<file path="config.mk">
export PLATFORM = sky130hd
export DESIGN_NAME = hdlc_rx_reader
export DESIGN_NICKNAME = d
export VERILOG_FILES = /design/src/rtl/hdlc_rx_reader.sv
export SDC_FILE = /design/constraint.sdc
export NUM_CORES = 1
export LEC_CHECK = 0
export ABC_AREA = 1
export CORE_MARGIN = 2
export CORE_UTILIZATION = 55
export CTS_CLUSTER_SIZE = 14
export DETAILED_ROUTE_END_ITERATION = 8
export HOLD_SLACK_MARGIN = 0.06
export PLACE_DENSITY = 0.84
export SLEW_MARGIN = 40
export SYNTH_ARGS = -nofsm -noshare
export SYNTH_HDL_FRONTEND = slang
export SYNTH_SLANG_ARGS = --single-unit
export TNS_END_PERCENT = 100
</file>
<file path="constraint.sdc">
create_clock -name Clk -period 3.1 [get_ports Clk]
set_clock_uncertainty 0.1 [all_clocks]
set_input_delay 0.62 -clock Clk [delete_from_list [all_inputs] [get_ports Clk]]
set_output_delay 0.62 -clock Clk [all_outputs]
set_load 0.02 [all_outputs]
</file>
<file path="src/rtl/hdlc_rx_reader.sv">
// hdlc_rx_reader
// Receive drain engine that sits behind the HDLC controller register port.
// When the controller reports a buffered frame it reads Rx_SC and Rx_Len,
// then either streams the payload out as a valid/ready byte stream or
// writes the Drop command back to Rx_SC.
//
// Ports
//   Clk, Rst            clock, synchronous active-high reset
//   Rx_Ready            controller holds a complete frame
//   Address/WriteEnable/ReadEnable/WrData/RdData
//                       controller register bus (RdData valid the cycle
//                       after ReadEnable)
//   M_Data/M_Valid/M_Ready/M_First/M_Last
//                       payload byte stream
//   FrameDone           one-cycle pulse after the last byte is accepted
//   FrameDropped        one-cycle pulse while the drop write is on the bus
//   FrameCount          delivered frames (wraps)
//   DropCount           dropped frames (saturates)
module hdlc_rx_reader #(
  parameter int MAX_FRAME = 126,
  parameter int CNT_W     = 16
) (
  input  logic             Clk,
  input  logic             Rst,
  input  logic             Rx_Ready,
  output logic [2:0]       Address,
  output logic             WriteEnable,
  output logic             ReadEnable,
  output logic [7:0]       WrData,
  input  logic [7:0]       RdData,
  output logic [7:0]       M_Data,
  output logic             M_Valid,
  input  logic             M_Ready,
  output logic             M_First,
  output logic             M_Last,
  output logic             FrameDone,
  output logic             FrameDropped,
  output logic [CNT_W-1:0] FrameCount,
  output logic [CNT_W-1:0] DropCount
);

  localparam logic [2:0] ADDR_SC  = 3'd2;
  localparam logic [2:0] ADDR_BUF = 3'd3;
  localparam logic [2:0] ADDR_LEN = 3'd4;
  localparam logic [7:0] CMD_DROP = 8'h02;
  localparam logic [8:0] MAX_LEN  = 9'(MAX_FRAME);

  typedef enum logic [3:0] {
    S_IDLE,
    S_RD_SC,
    S_CAP_SC,
    S_RD_LEN,
    S_CAP_LEN,
    S_RD_BUF,
    S_CAP_BUF,
    S_PUSH,
    S_DROP,
    S_GAP
  } state_t;

  state_t           state_q, state_d;
  logic [7:0]       len_q, len_d;
  logic [7:0]       idx_q, idx_d;
  logic [7:0]       data_q, data_d;
  logic [2:0]       addr_q, addr_d;
  logic             we_q, we_d;
  logic             re_q, re_d;
  logic [7:0]       wr_q, wr_d;
  logic             done_q, done_d;
  logic             drop_q, drop_d;
  logic [CNT_W-1:0] fcnt_q, fcnt_d;
  logic [CNT_W-1:0] dcnt_q, dcnt_d;
  logic             is_last;

  function automatic logic [CNT_W-1:0] sat_inc(input logic [CNT_W-1:0] v);
    return (&v) ? v : v + CNT_W'(1);
  endfunction

  // len is at least 1 whenever PUSH is reachable, so len-1 never wraps there.
  assign is_last = (idx_q == len_q - 8'd1);

  always_comb begin
    state_d = state_q;
    len_d   = len_q;
    idx_d   = idx_q;
    data_d  = data_q;
    done_d  = 1'b0;
    fcnt_d  = fcnt_q;

    case (state_q)
      S_IDLE:    if (Rx_Ready) state_d = S_RD_SC;
      S_RD_SC:   state_d = S_CAP_SC;
      S_CAP_SC:  state_d = (|RdData[4:2]) ? S_DROP : S_RD_LEN;
      S_RD_LEN:  state_d = S_CAP_LEN;
      S_CAP_LEN: begin
        len_d = RdData;
        idx_d = 8'd0;
        if (RdData == 8'd0 || {1'b0, RdData} > MAX_LEN) state_d = S_DROP;
        else                                             state_d = S_RD_BUF;
      end
      S_RD_BUF:  state_d = S_CAP_BUF;
      S_CAP_BUF: begin
        data_d  = RdData;
        state_d = S_PUSH;
      end
      S_PUSH: begin
        if (M_Ready) begin
          idx_d = idx_q + 8'd1;
          if (is_last) begin
            done_d  = 1'b1;
            fcnt_d  = fcnt_q + CNT_W'(1);
            state_d = S_GAP;
          end else begin
            state_d = S_RD_BUF;
          end
        end
      end
      S_DROP:    state_d = S_GAP;
      // Holding here until Rx_Ready drops keeps the same frame from being
      // read a second time while the controller clears its flag.
      S_GAP:     if (!Rx_Ready) state_d = S_IDLE;
      default:   state_d = S_IDLE;
    endcase

    // Bus strobes are registered, so they are decoded from the state being
    // entered; they then appear in the same cycle as that state.
    re_d   = (state_d == S_RD_SC) || (state_d == S_RD_LEN) || (state_d == S_RD_BUF);
    we_d   = (state_d == S_DROP);
    drop_d = (state_d == S_DROP);
    wr_d   = (state_d == S_DROP) ? CMD_DROP : 8'h00;
    case (state_d)
      S_RD_SC:  addr_d = ADDR_SC;
      S_RD_LEN: addr_d = ADDR_LEN;
      S_RD_BUF: addr_d = ADDR_BUF;
      S_DROP:   addr_d = ADDR_SC;
      default:  addr_d = 3'd0;
    endcase
    dcnt_d = drop_d ? sat_inc(dcnt_q) : dcnt_q;
  end

  always_ff @(posedge Clk) begin
    if (Rst) begin
      state_q <= S_IDLE;
      len_q   <= 8'd0;
      idx_q   <= 8'd0;
      data_q  <= 8'd0;
      addr_q  <= 3'd0;
      we_q    <= 1'b0;
      re_q    <= 1'b0;
      wr_q    <= 8'd0;
      done_q  <= 1'b0;
      drop_q  <= 1'b0;
      fcnt_q  <= '0;
      dcnt_q  <= '0;
    end else begin
      state_q <= state_d;
      len_q   <= len_d;
      idx_q   <= idx_d;
      data_q  <= data_d;
      addr_q  <= addr_d;
      we_q    <= we_d;
      re_q    <= re_d;
      wr_q    <= wr_d;
      done_q  <= done_d;
      drop_q  <= drop_d;
      fcnt_q  <= fcnt_d;
      dcnt_q  <= dcnt_d;
    end
  end

  assign Address      = addr_q;
  assign WriteEnable  = we_q;
  assign ReadEnable   = re_q;
  assign WrData       = wr_q;
  assign M_Data       = data_q;
  assign M_Valid      = (state_q == S_PUSH);
  assign M_First      = M_Valid && (idx_q == 8'd0);
  assign M_Last       = M_Valid && is_last;
  assign FrameDone    = done_q;
  assign FrameDropped = drop_q;
  assign FrameCount   = fcnt_q;
  assign DropCount    = dcnt_q;

endmodule

</file>
==> reports/metrics.csv <==
stage,metric,value,unit
timing,Rel. slew slack,58.90,%
pwr,Final Power,1.671,mW
logic_synthesis,Mapped Area,0.003735,mm2
drt,final wirelength,9.039,mm
setup_path,Setup crit end kind,primary output,
clocking,CTS sink cnt,66,
cells_and_area,area of the multi-input gates,0.002003,mm2
cells_and_area,Final Net Count,618,
global_routing,vias in the first global route,3496,
logic_synthesis,share of Yosys cell area claimed by the top area cell type,35.38,%
setup_path,Setup crit start kind,flop,
clocking,Clock Pin Slew Worst Setup and Hold Paths,0.07,ns
logic_synthesis,Post-synth top flop,dfxtp_1,
timing,Final Hold Fails,0,
setup_path,Critical Path AT,2.15,ns
clocking,CTS root buf,clkbuf_8,
global_routing,first-pass GRT wire length,14.81,mm
floorplan,Initial Util,55.90,%
place,port buffer count,62,
cells_and_area,share of cells above drive strength 1,8.251,%
place,Final Wtd Congestion,0.9223,
pwr,P_leak,1.695,nW
clocking,"Clk Latency, worst-skew pair",0.35,ns
floorplan,Die H,86.41,um
logic_synthesis,Yosys cell types,34,
cells_and_area,Syn-to-layout area delta,20.27,%
logic_synthesis,register area share after synthesis,35.38,%
floorplan,num ports,70,
floorplan,die area,0.007466,mm2
logic_synthesis,number of synthesized flops with an enable pin,0,
floorplan,FP Rows,30,
global_routing,largest net degree at the start of global routing,26,
drt,WL per Instance,13.18,um
global_routing,total congestion overflow,0,
setup_path,Critical Path Fanout Max,6,
setup_path,critical path class,flop to primary output,
logic_synthesis,cells after synthesis,543,
timing,fmax,348.6,MHz
timing,Fin Hold WS,0.3835,ns
clocking,H-tree depth,3,
global_routing,total global-route track usage,24.35,%
clocking,total CTS buffers,9,
timing,RSZ-0062 raised after global routing,false,
logic_synthesis,Area contributors post-synth,"dfxtp_1, nand2_1, a21oi_1",
place,HPWL after DPL,6.665,mm
flow_run,Max Cap Viol,0,
clocking,hold_buf cts,0,
drt,vias per cell,5.450,
pwr,VDD IR max,336.1,uV
logic_synthesis,Synth warnings,0,
timing,Tmin final,2.869,ns
place,placed inst area,0.004334,mm2
min_path,Hold WC Path Type,flop to flop,
drt,DRC Markers,0,
timing,Slew @ Worst Pin,0.6159,ns
logic_synthesis,post-synth top area cell,dfxtp_1,
outcome,status,finished clean,
global_routing,antenna violations before repair,0,
drt,DR iter-0 viols,186,
cells_and_area,Util after Layout,67.23,%
clocking,Clock Tree Buf Depth,2,
cells_and_area,final non-filler cell area,0.004492,mm2
logic_synthesis,ys async rst share,0,%
cells_and_area,Ant. Diodes,0,
floorplan,Die W,86.41,um
drt,Pre-antenna DRT Iters,5,
drt,Vias,3739,
logic_synthesis,Commonest cells post-synth,"nand2_1, dfxtp_1, inv_1",
pwr,PD cells,372.0,mW/mm2
logic_synthesis,dominant cell by count in the synthesized netlist,nand2_1,
timing,Final period util,92.54,%
timing,"Slew Viols, Final",0,
setup_path,worst reg-to-reg setup slack,0.89,ns
setup_path,CP required,2.38,ns
logic_synthesis,Syn Area/Cell,6.878,um2
drt,final antenna-violating net count,0,
cells_and_area,Fillers,577,
floorplan,core area,0.006681,mm2
timing,Setup TNS,0,ns
logic_synthesis,#FFs+latches synth,66,
clocking,CTS tree,done,
timing,Final setup viols,0,
cells_and_area,register area,0.001321,mm2
-- power breakdown --
part / internal, mW / switching, mW / total, mW
Combinational: 0.0628 / 0.114 / 0.177
Sequential: 0.862 / 0.0117 / 0.873
Clock: 0.288 / 0.334 / 0.621
Total: 1.21 / 0.459 / 1.67
-- path summary, 6_finish.rpt --
kind / startpoint / endpoint / depth (start not counted)
worst min register to register: len_q[5] / len_q[5] / 2
worst min-delay path: len_q[5] / len_q[5] / 2
worst max-delay path: len_q[0] / M_Last / 12
worst max register to register: len_q[0] / FrameCount[9] / 11
-- metal layers --
| layer | global-route usage [%] | wire length (um) |
|---|---|---|
| met2 | 42.80 | 4467 |
| met5 | 0 | 0 |
| met1 | 30.01 | 3964 |
| met4 | 8.949 | 151 |
| met3 | 3.810 | 455 |
-- layout make-up --
| cell class | count | share of cell area, % |
|---|---|---|
| Tap cell | 80 | 2.228 |
| Timing Repair Buffer | 66 | 14.37 |
| Inverter | 69 | 5.766 |
| Clock inverter | 5 | 0.6964 |
| Sequential cell | 66 | 29.42 |
| Multi-Input combinational cell | 389 | 44.60 |
| Clock buffer | 11 | 2.925 |
-- sequential cells by signal (all words and copies together) (netlist names) --
| register | count |
|---|---|
| DropCount | 16 |
| FrameDone | 1 |
| FrameCount | 16 |
| WrData | 1 |
| M_Data | 8 |
| state_q | 4 |
| len_q | 8 |
| idx_q | 8 |
| ReadEnable | 1 |
| Address | 3 |
-- metrics by stage --
step | setup WS, ns | std cells
floorplan | 0.7809 | 549
global placement | 0.2490 | 670
detailed placement | 0.1774 | 670
CTS | 0.09123 | 686
global route | 0.06075 | 686
finish | 0.2312 | 686
-- layout by cell type (no fill, tap or decap), types with 4 or more instances in the layout --
cell type	count
xor2_1	21
dfxtp_1	66
a21oi_1	49
nand2_1	117
o21ai_0	23
buf_4	4
inv_1	62
nor2_1	56
clkdlybuf4s50_1	61
ha_1	5
nand2_2	8
nand3_1	30
xnor2_1	10
clkbuf_8	9
nand4_1	21
nor2_2	6
conb_1	7
inv_2	6
nor3_1	19
-- worst max-delay path, cell delays in order, from the launching register on --
cell      delay (ns)
dfxtp_1         0.35
inv_2           0.07
ha_1            0.31
nand2_1         0.07
inv_1           0.04
nor2_1          0.07
nand2_1         0.11
nor2_1          0.11
nand3_1         0.07
nor2_1          0.16
nand2_1         0.12
nor2_1          0.13
clkbuf_2        0.19
-- cell families after synthesis --
family	Yosys count	synth area share, %
compound gates	77	10.69
xor+xnor	31	7.270
fa+ha+maj	5	1.675
buf+inv	94	11.59
flops	66	35.38
other cells	1	0.1004
simple gates	269	33.30
-- repair_timing --
item | in CTS | in global routing
pin swaps | 0 | 0
endpoints found under the setup margin | 1 | 1
setup buffers | 0 | 0
resized for setup | 1 | 2
Note: power is estimated with default switching activity, not from simulation.
